<file path="src/rtl/vmsu_mac_accum_if.sv">
// Product-stream / result-stream bundle for vmsu_mac_accum.
// master: upstream multiplier and downstream consumer side.
// slave: the accumulator itself.
interface vmsu_mac_accum_if #(
   parameter int unsigned ACC_W = 24,
   parameter int unsigned CNT_W = 8
);

   // product beat stream from the multiplier output register
   logic             in_valid;
   logic             in_ready;
   logic [15:0]      in_product;
   logic             in_signed;
   logic             in_last;

   // dot-product result stream to the next consumer
   logic             out_valid;
   logic             out_ready;
   logic [ACC_W-1:0] out_acc;
   logic [CNT_W-1:0] out_count;
   logic             out_ovf;

   modport master (
      output in_valid, in_product, in_signed, in_last, out_ready,
      input  in_ready, out_valid, out_acc, out_count, out_ovf
   );

   modport slave (
      input  in_valid, in_product, in_signed, in_last, out_ready,
      output in_ready, out_valid, out_acc, out_count, out_ovf
   );

endinterface

</file>
<file path="src/rtl/vmsu_mac_accum.sv">
// Accumulate stage of the Vedic MAC: sums the 16-bit product stream of a
// vector into an ACC_W-bit accumulator and hands the dot product, beat count
// and sticky overflow flag downstream over valid/ready.
// Optional build macro VMSU_ACC_SAT_EN: every add clamps instead of wrapping.
module vmsu_mac_accum #(
   parameter int unsigned ACC_W = 24,
   parameter int unsigned CNT_W = 8
) (
   input logic               clk,
   input logic               rst,
   vmsu_mac_accum_if.slave   bus
);

   localparam int unsigned EXT_W = ACC_W - 16;
   localparam int unsigned MSB   = ACC_W - 1;

   typedef enum logic {
      ACCUM = 1'b0,
      HOLD  = 1'b1
   } state_t;

   state_t           state;
   logic [ACC_W-1:0] acc;
   logic [CNT_W-1:0] cnt;
   logic             mode;
   logic             ovf;

   logic             in_ready_q;
   logic             out_valid_q;
   logic [ACC_W-1:0] out_acc_q;
   logic [CNT_W-1:0] out_count_q;
   logic             out_ovf_q;

   logic             accept_c;
   logic             first_c;
   logic             mode_c;
   logic [ACC_W-1:0] ext_c;
   logic [ACC_W:0]   sum_w_c;
   logic [ACC_W-1:0] sum_c;
   logic             ovf_c;
   logic [CNT_W-1:0] cnt_inc_c;

   // Extend the product per vector mode, add, detect overflow, bump count
   always_comb begin
      accept_c  = bus.in_valid && in_ready_q;
      // cnt saturates and never wraps, so zero identifies the first beat
      first_c   = (cnt == '0);
      mode_c    = first_c ? bus.in_signed : mode;
      ext_c     = mode_c ? {{EXT_W{bus.in_product[15]}}, bus.in_product}
                         : {{EXT_W{1'b0}}, bus.in_product};
      sum_w_c   = {1'b0, acc} + {1'b0, ext_c};
      sum_c     = sum_w_c[ACC_W-1:0];
      if (mode_c) begin
         ovf_c = (acc[MSB] == ext_c[MSB]) && (sum_w_c[MSB] != acc[MSB]);
      end else begin
         ovf_c = sum_w_c[ACC_W];
      end
`ifdef VMSU_ACC_SAT_EN
      // clamp toward the side the operands pointed; unsigned only overflows up
      if (ovf_c) begin
         if (mode_c) begin
            sum_c = acc[MSB] ? {1'b1, {(ACC_W-1){1'b0}}}
                             : {1'b0, {(ACC_W-1){1'b1}}};
         end else begin
            sum_c = '1;
         end
      end
`endif
      cnt_inc_c = (cnt == '1) ? cnt : cnt + CNT_W'(1);
   end

   // ACCUM/HOLD control, accumulator state and registered result outputs
   always_ff @(posedge clk or negedge rst) begin
      if (!rst) begin
         state       <= ACCUM;
         acc         <= '0;
         cnt         <= '0;
         mode        <= 1'b0;
         ovf         <= 1'b0;
         in_ready_q  <= 1'b0;
         out_valid_q <= 1'b0;
         out_acc_q   <= '0;
         out_count_q <= '0;
         out_ovf_q   <= 1'b0;
      end else begin
         case (state)
            ACCUM: begin
               in_ready_q  <= 1'b1;
               out_valid_q <= 1'b0;
               if (accept_c) begin
                  if (first_c) begin
                     mode <= bus.in_signed;
                  end
                  if (bus.in_last) begin
                     out_acc_q   <= sum_c;
                     out_count_q <= cnt_inc_c;
                     out_ovf_q   <= ovf | ovf_c;
                     acc         <= '0;
                     cnt         <= '0;
                     ovf         <= 1'b0;
                     mode        <= 1'b0;
                     in_ready_q  <= 1'b0;
                     out_valid_q <= 1'b1;
                     state       <= HOLD;
                  end else begin
                     acc <= sum_c;
                     cnt <= cnt_inc_c;
                     ovf <= ovf | ovf_c;
                  end
               end
            end
            HOLD: begin
               if (bus.out_ready) begin
                  out_valid_q <= 1'b0;
                  in_ready_q  <= 1'b1;
                  state       <= ACCUM;
               end
            end
            default: begin
               in_ready_q  <= 1'b0;
               out_valid_q <= 1'b0;
               state       <= ACCUM;
            end
         endcase
      end
   end

   // Drive the bus from the registered copies
   assign bus.in_ready  = in_ready_q;
   assign bus.out_valid = out_valid_q;
   assign bus.out_acc   = out_acc_q;
   assign bus.out_count = out_count_q;
   assign bus.out_ovf   = out_ovf_q;

endmodule

</file>
<file path="src/flat_wrapper.sv">
// flat-port wrapper written by rule: the top's interface ports become plain ports
module vmsu_mac_accum_flat 
#(
   parameter int unsigned ACC_W = 24,
   parameter int unsigned CNT_W = 8
)
  (clk, rst, bus_in_valid, bus_in_product, bus_in_signed, bus_in_last, bus_out_ready, bus_in_ready, bus_out_valid, bus_out_acc, bus_out_count, bus_out_ovf);
  vmsu_mac_accum_if #(.ACC_W(ACC_W), .CNT_W(CNT_W)) bus_i ();
  input logic clk;
  input logic rst;
  input wire logic [$bits(bus_i.in_valid)-1:0] bus_in_valid;
  input wire logic [$bits(bus_i.in_product)-1:0] bus_in_product;
  input wire logic [$bits(bus_i.in_signed)-1:0] bus_in_signed;
  input wire logic [$bits(bus_i.in_last)-1:0] bus_in_last;
  input wire logic [$bits(bus_i.out_ready)-1:0] bus_out_ready;
  output wire logic [$bits(bus_i.in_ready)-1:0] bus_in_ready;
  output wire logic [$bits(bus_i.out_valid)-1:0] bus_out_valid;
  output wire logic [$bits(bus_i.out_acc)-1:0] bus_out_acc;
  output wire logic [$bits(bus_i.out_count)-1:0] bus_out_count;
  output wire logic [$bits(bus_i.out_ovf)-1:0] bus_out_ovf;
  assign bus_i.in_valid = bus_in_valid;
  assign bus_i.in_product = bus_in_product;
  assign bus_i.in_signed = bus_in_signed;
  assign bus_i.in_last = bus_in_last;
  assign bus_i.out_ready = bus_out_ready;
  assign bus_in_ready = bus_i.in_ready;
  assign bus_out_valid = bus_i.out_valid;
  assign bus_out_acc = bus_i.out_acc;
  assign bus_out_count = bus_i.out_count;
  assign bus_out_ovf = bus_i.out_ovf;
  vmsu_mac_accum #(.ACC_W(ACC_W), .CNT_W(CNT_W)) u_core (.clk(clk), .rst(rst), .bus(bus_i));
endmodule
</file>
<file path="config.mk">
export PLATFORM = sky130hd
export DESIGN_NAME = vmsu_mac_accum_flat
export DESIGN_NICKNAME = d
export VERILOG_FILES = /design/src/rtl/vmsu_mac_accum_if.sv /design/src/rtl/vmsu_mac_accum.sv /design/src/flat_wrapper.sv
export SDC_FILE = /design/constraint.sdc
export NUM_CORES = 1
export LEC_CHECK = 0
export CAP_MARGIN = 20
export CORE_UTILIZATION = 35
export DETAILED_ROUTE_END_ITERATION = 8
export PLACE_DENSITY = 0.6
export SYNTH_ARGS = -nofsm -noshare
export SYNTH_HDL_FRONTEND = slang
export SYNTH_SLANG_ARGS = --single-unit
</file>
<file path="constraint.sdc">
create_clock -name clk -period 3.4 [get_ports clk]
set_input_delay 0.85 -clock clk [delete_from_list [all_inputs] [get_ports clk]]
set_output_delay 0.85 -clock clk [all_outputs]
set_load 0.02 [all_outputs]
</file>
==> results.yml <==
run_status:
  outcome: "complete, no violations"
finish:
  stdcell_area_sq_um: 5210
  num_antenna_cells: 0
  drive_above_1_share: 0.166
  final_cells: 640
  seq_area_sq_um: 1750
  nets: 540
  final_util: 0.473
  final.fill_count: 1063
  area.growth.synth_to_final_pct: 29.6
  multi_input_area_sq_um: 2170
critical_path:
  cp.required_ns: 3.64
  slowest_stage: "clkdlybuf4s50_1"
  r2r_end: "u_core.acc[23]$_DFFE_PN0P_"
  worstPathArrival_ns: 3.42
  startpoint_type: "primary input"
  path_buf_inv: 3
  worstSetupPathType: "in -> reg"
  rr_startpoint: "u_core.cnt[4]$_DFFE_PN0P_"
  crit_family: "compound AO/OA/AOI/OAI gates"
  endpoint_kind: "flop"
  critPathMaxFanout: 3
  r2r_cells: 14
  cpPeakStageDelay_ns: 0.52
  crit_chain: "clkdlybuf4s50_1 -> nand2_1 -> mux2_4 -> inv_1 -> ha_1 -> nand4_1 -> nor2_1 -> a211oi_2 -> nand2_1 -> a211oi_1 -> a211oi_2 -> xnor2_1 -> buf_4 -> o31ai_2"
  rrSetupSlack_ns: 0.32
placed_design:
  placed_cell_area_sq_um: 4940
  dp_cells: 626
  dp_slack_ns: -0.233
  io_buffer_count: 56
  gp_congestion: 0.838
  dp_hpwl_um: 6870
synth:
  yosys_register_bits: 70
  synth_top_area_frac: 0.435
  syn_avg_cell_area_sq_um: 9.74
  synth_simple_gate_area_frac: 0.162
  synth_compound_area_frac: 0.190
  ys_top_cells_by_area: "dfrtp_1 (44%), ha_1 (6.2%), nand2_1 (5.0%)"
  netlist_area_sq_um: 4020
  yosys_warnings: 0
  synth_area_leader_cell: "dfrtp_1"
  synth_edf_count: 0
  synth_fp_nets: 456
  yosys-top-cells-count: "dfrtp_1 (70), nand2_1 (54), o21ai_0 (29)"
  synth_top_family_by_area: "compound AO/OA/AOI/OAI gates"
  synthFlopType: "dfrtp_1"
  synth.most_common_cell: "dfrtp_1"
  synth-xor-area-share: 0.0566
  ys_async_sr_fraction: 1.00
  synthCells: 413
  ys_types: 53
  yosys-mux-area-fraction: 0.0613
  synth_fa_ha_area_frac: 0.0672
  synth.yosys.seq_area_share: 0.435
sta:
  min_period_over_period: 0.936
  fin_worst_skew_ns: 0.00838
  setup_viol: 0
  fin_tns_setup_ns: 0
  hold_slack_ns: 0.472
  slew_viol_final: 0
  rsz0062_at_grt: "no"
  maxSlewHeadroom: 0.520
  tightest_slew_ns: 0.720
  hold_viol_final: 0
  fin_ws_ns: 0.217
  fmax_mhz: 314
  fin_crit_ns: 3.18
drt:
  vias_per_cell: 5.12
  postRouteAntennaNets: 0
  vias: 3279
  first_pass_iters: 4
  route.detailed.drc: 0
  drt_wl_total_um: 9370
  first_iter_violations: 84
  wl_per_cell_um: 14.6
floorplan:
  dieHeight_um: 109
  ios: 57
  rows: 38
  core_area_sq_um: 11000
  start_util: 0.365
  die_area_sq_um: 11900
  die_w_um: 109
job:
  cap_violations: 0
pwr:
  p_leak_nw: 2.37
  finalPower_mw: 4.51
  ir_drop_uv: 407
  cellPowerDensity_nw_per_um2: 866
global_routing:
  grt_max_degree: 34
  grt.total_usage: 0.169
  grt_antenna_before_repair: 0
  grt_pass1_wl_um: 15900
  first_global_vias: 3394
  grt_overflow: 0
hold_path:
  hold_depth: 2
  holdCritPathClass: "reg -> reg"
  hold_end: "u_core.bus.out_count[5]$_DFFE_PN0P_"
  min-delay-start: "u_core.bus.out_count[5]$_DFFE_PN0P_"
cts:
  h-tree-depth: 3
  clockBufferDepth: 2
  clk-insertion-delay-late_ns: 0.33
  numCtsBuffers: 9
  cts_hold_buf: 0
  clock-root-buffer: "clkbuf_16"
  clk_pin_slew_ns: 0.06
  cts_tree: "built"
  cts_sinks: 70
## timing repair
item                       4_1_cts  5_1_grt
setup endpoints to repair        0        8
hold endpoints to repair         0        0
setup buffers                    0        0
gates resized for setup          0        3
## layout make-up
class	instances	share of cell area
Clock buffer	10	0.0458
Clock inverter	4	0.00480
Inverter	14	0.0101
Multi-Input combinational cell	314	0.417
Sequential cell	70	0.336
Tap cell	140	0.0336
Timing Repair Buffer	88	0.153
## worst register-to-register path, stage by stage, from the launching register on
cell      delay, ns
dfrtp_1        0.44
nor4_2         0.29
nand3_1        0.19
mux2_4         0.35
inv_1          0.06
ha_1           0.23
nand4_1        0.12
nor2_1         0.07
a211oi_2       0.27
nand2_1        0.08
a211oi_1       0.35
a211oi_2       0.08
xnor2_1        0.14
buf_4          0.15
o31ai_2        0.16
## flip-flops by register name (all words and copies together) (netlist names)
name,count
u_core.bus.out_acc,24
u_core.ovf,1
u_core.acc,24
u_core.state,1
u_core.cnt,8
u_core.mode,1
u_core.bus.out_valid,1
u_core.bus.in_ready,1
u_core.bus.out_ovf,1
u_core.bus.out_count,8
## power breakdown
| group | switching, mW | internal [mW] | leakage, nW |
|---|---|---|---|
| Clock | 0.338 | 0.502 | 0.126 |
| Sequential | 0.214 | 1.13 | 0.906 |
| Combinational | 1.20 | 1.13 | 1.34 |
## cells by family (layout without fill, tap and decap cells)
kind of cell    Yosys count  in the layout
compound gates          113            113
xor+xnor                 26             26
simple gates            132            132
mux                      22             22
fa+ha+maj                21             21
buf+inv                  29            116
flops                    70             70
## worst max path at each step
stage / startpoint / end / slack (ns) / cells past startpoint
final: bus_in_signed / u_core.acc[23]$_DFFE_PN0P_ / 0.22 / 14
after global routing: bus_in_signed / u_core.acc[23]$_DFFE_PN0P_ / 0.03 / 14
after CTS: bus_in_product[0] / u_core.bus.out_acc[18]$_DFFE_PN0P_ / 0.09 / 13
after detailed placement: bus_in_product[0] / u_core.bus.out_acc[18]$_DFFE_PN0P_ / -0.23 / 13
after global placement: bus_in_product[0] / u_core.bus.out_acc[18]$_DFFE_PN0P_ / -0.19 / 13
after floorplan: bus_in_product[0] / u_core.acc[18]$_DFFE_PN0P_ / 0.38 / 10
## routing by layer
metal  global-route usage  wire (um)
met1                0.231       4650
met2                0.271       4290
met3               0.0299        328
met4               0.0543        112
met5                    0          0
## layout by cell type (no fill, tap or decap), types with 2 or more instances in the layout
cell type        count
a21oi_1             22
clkdlybuf4s50_1     55
o211ai_1             2
xor2_1               6
o21ai_0             29
and3_1               7
buf_4               32
a221oi_1             2
a31oi_1              2
clkinv_2             2
nand4_1              4
nor4_2               2
mux2i_1              5
mux2i_2              2
mux2_2              14
o21a_1               2
nand3_1             10
a21o_1               6
o21ai_1             12
nand2b_1             2
ha_1                20
inv_1               14
o31ai_1              6
or3_1                8
clkbuf_16            9
or2_2                2
dfrtp_1             70
a211oi_1             4
clkinvlp_4           2
a211oi_2             3
xnor2_1             20
nor3_1               4
nand2_1             53
a22o_1              13
and2_1               3
nor2_1              28
Power figures use the tool's default switching activity.
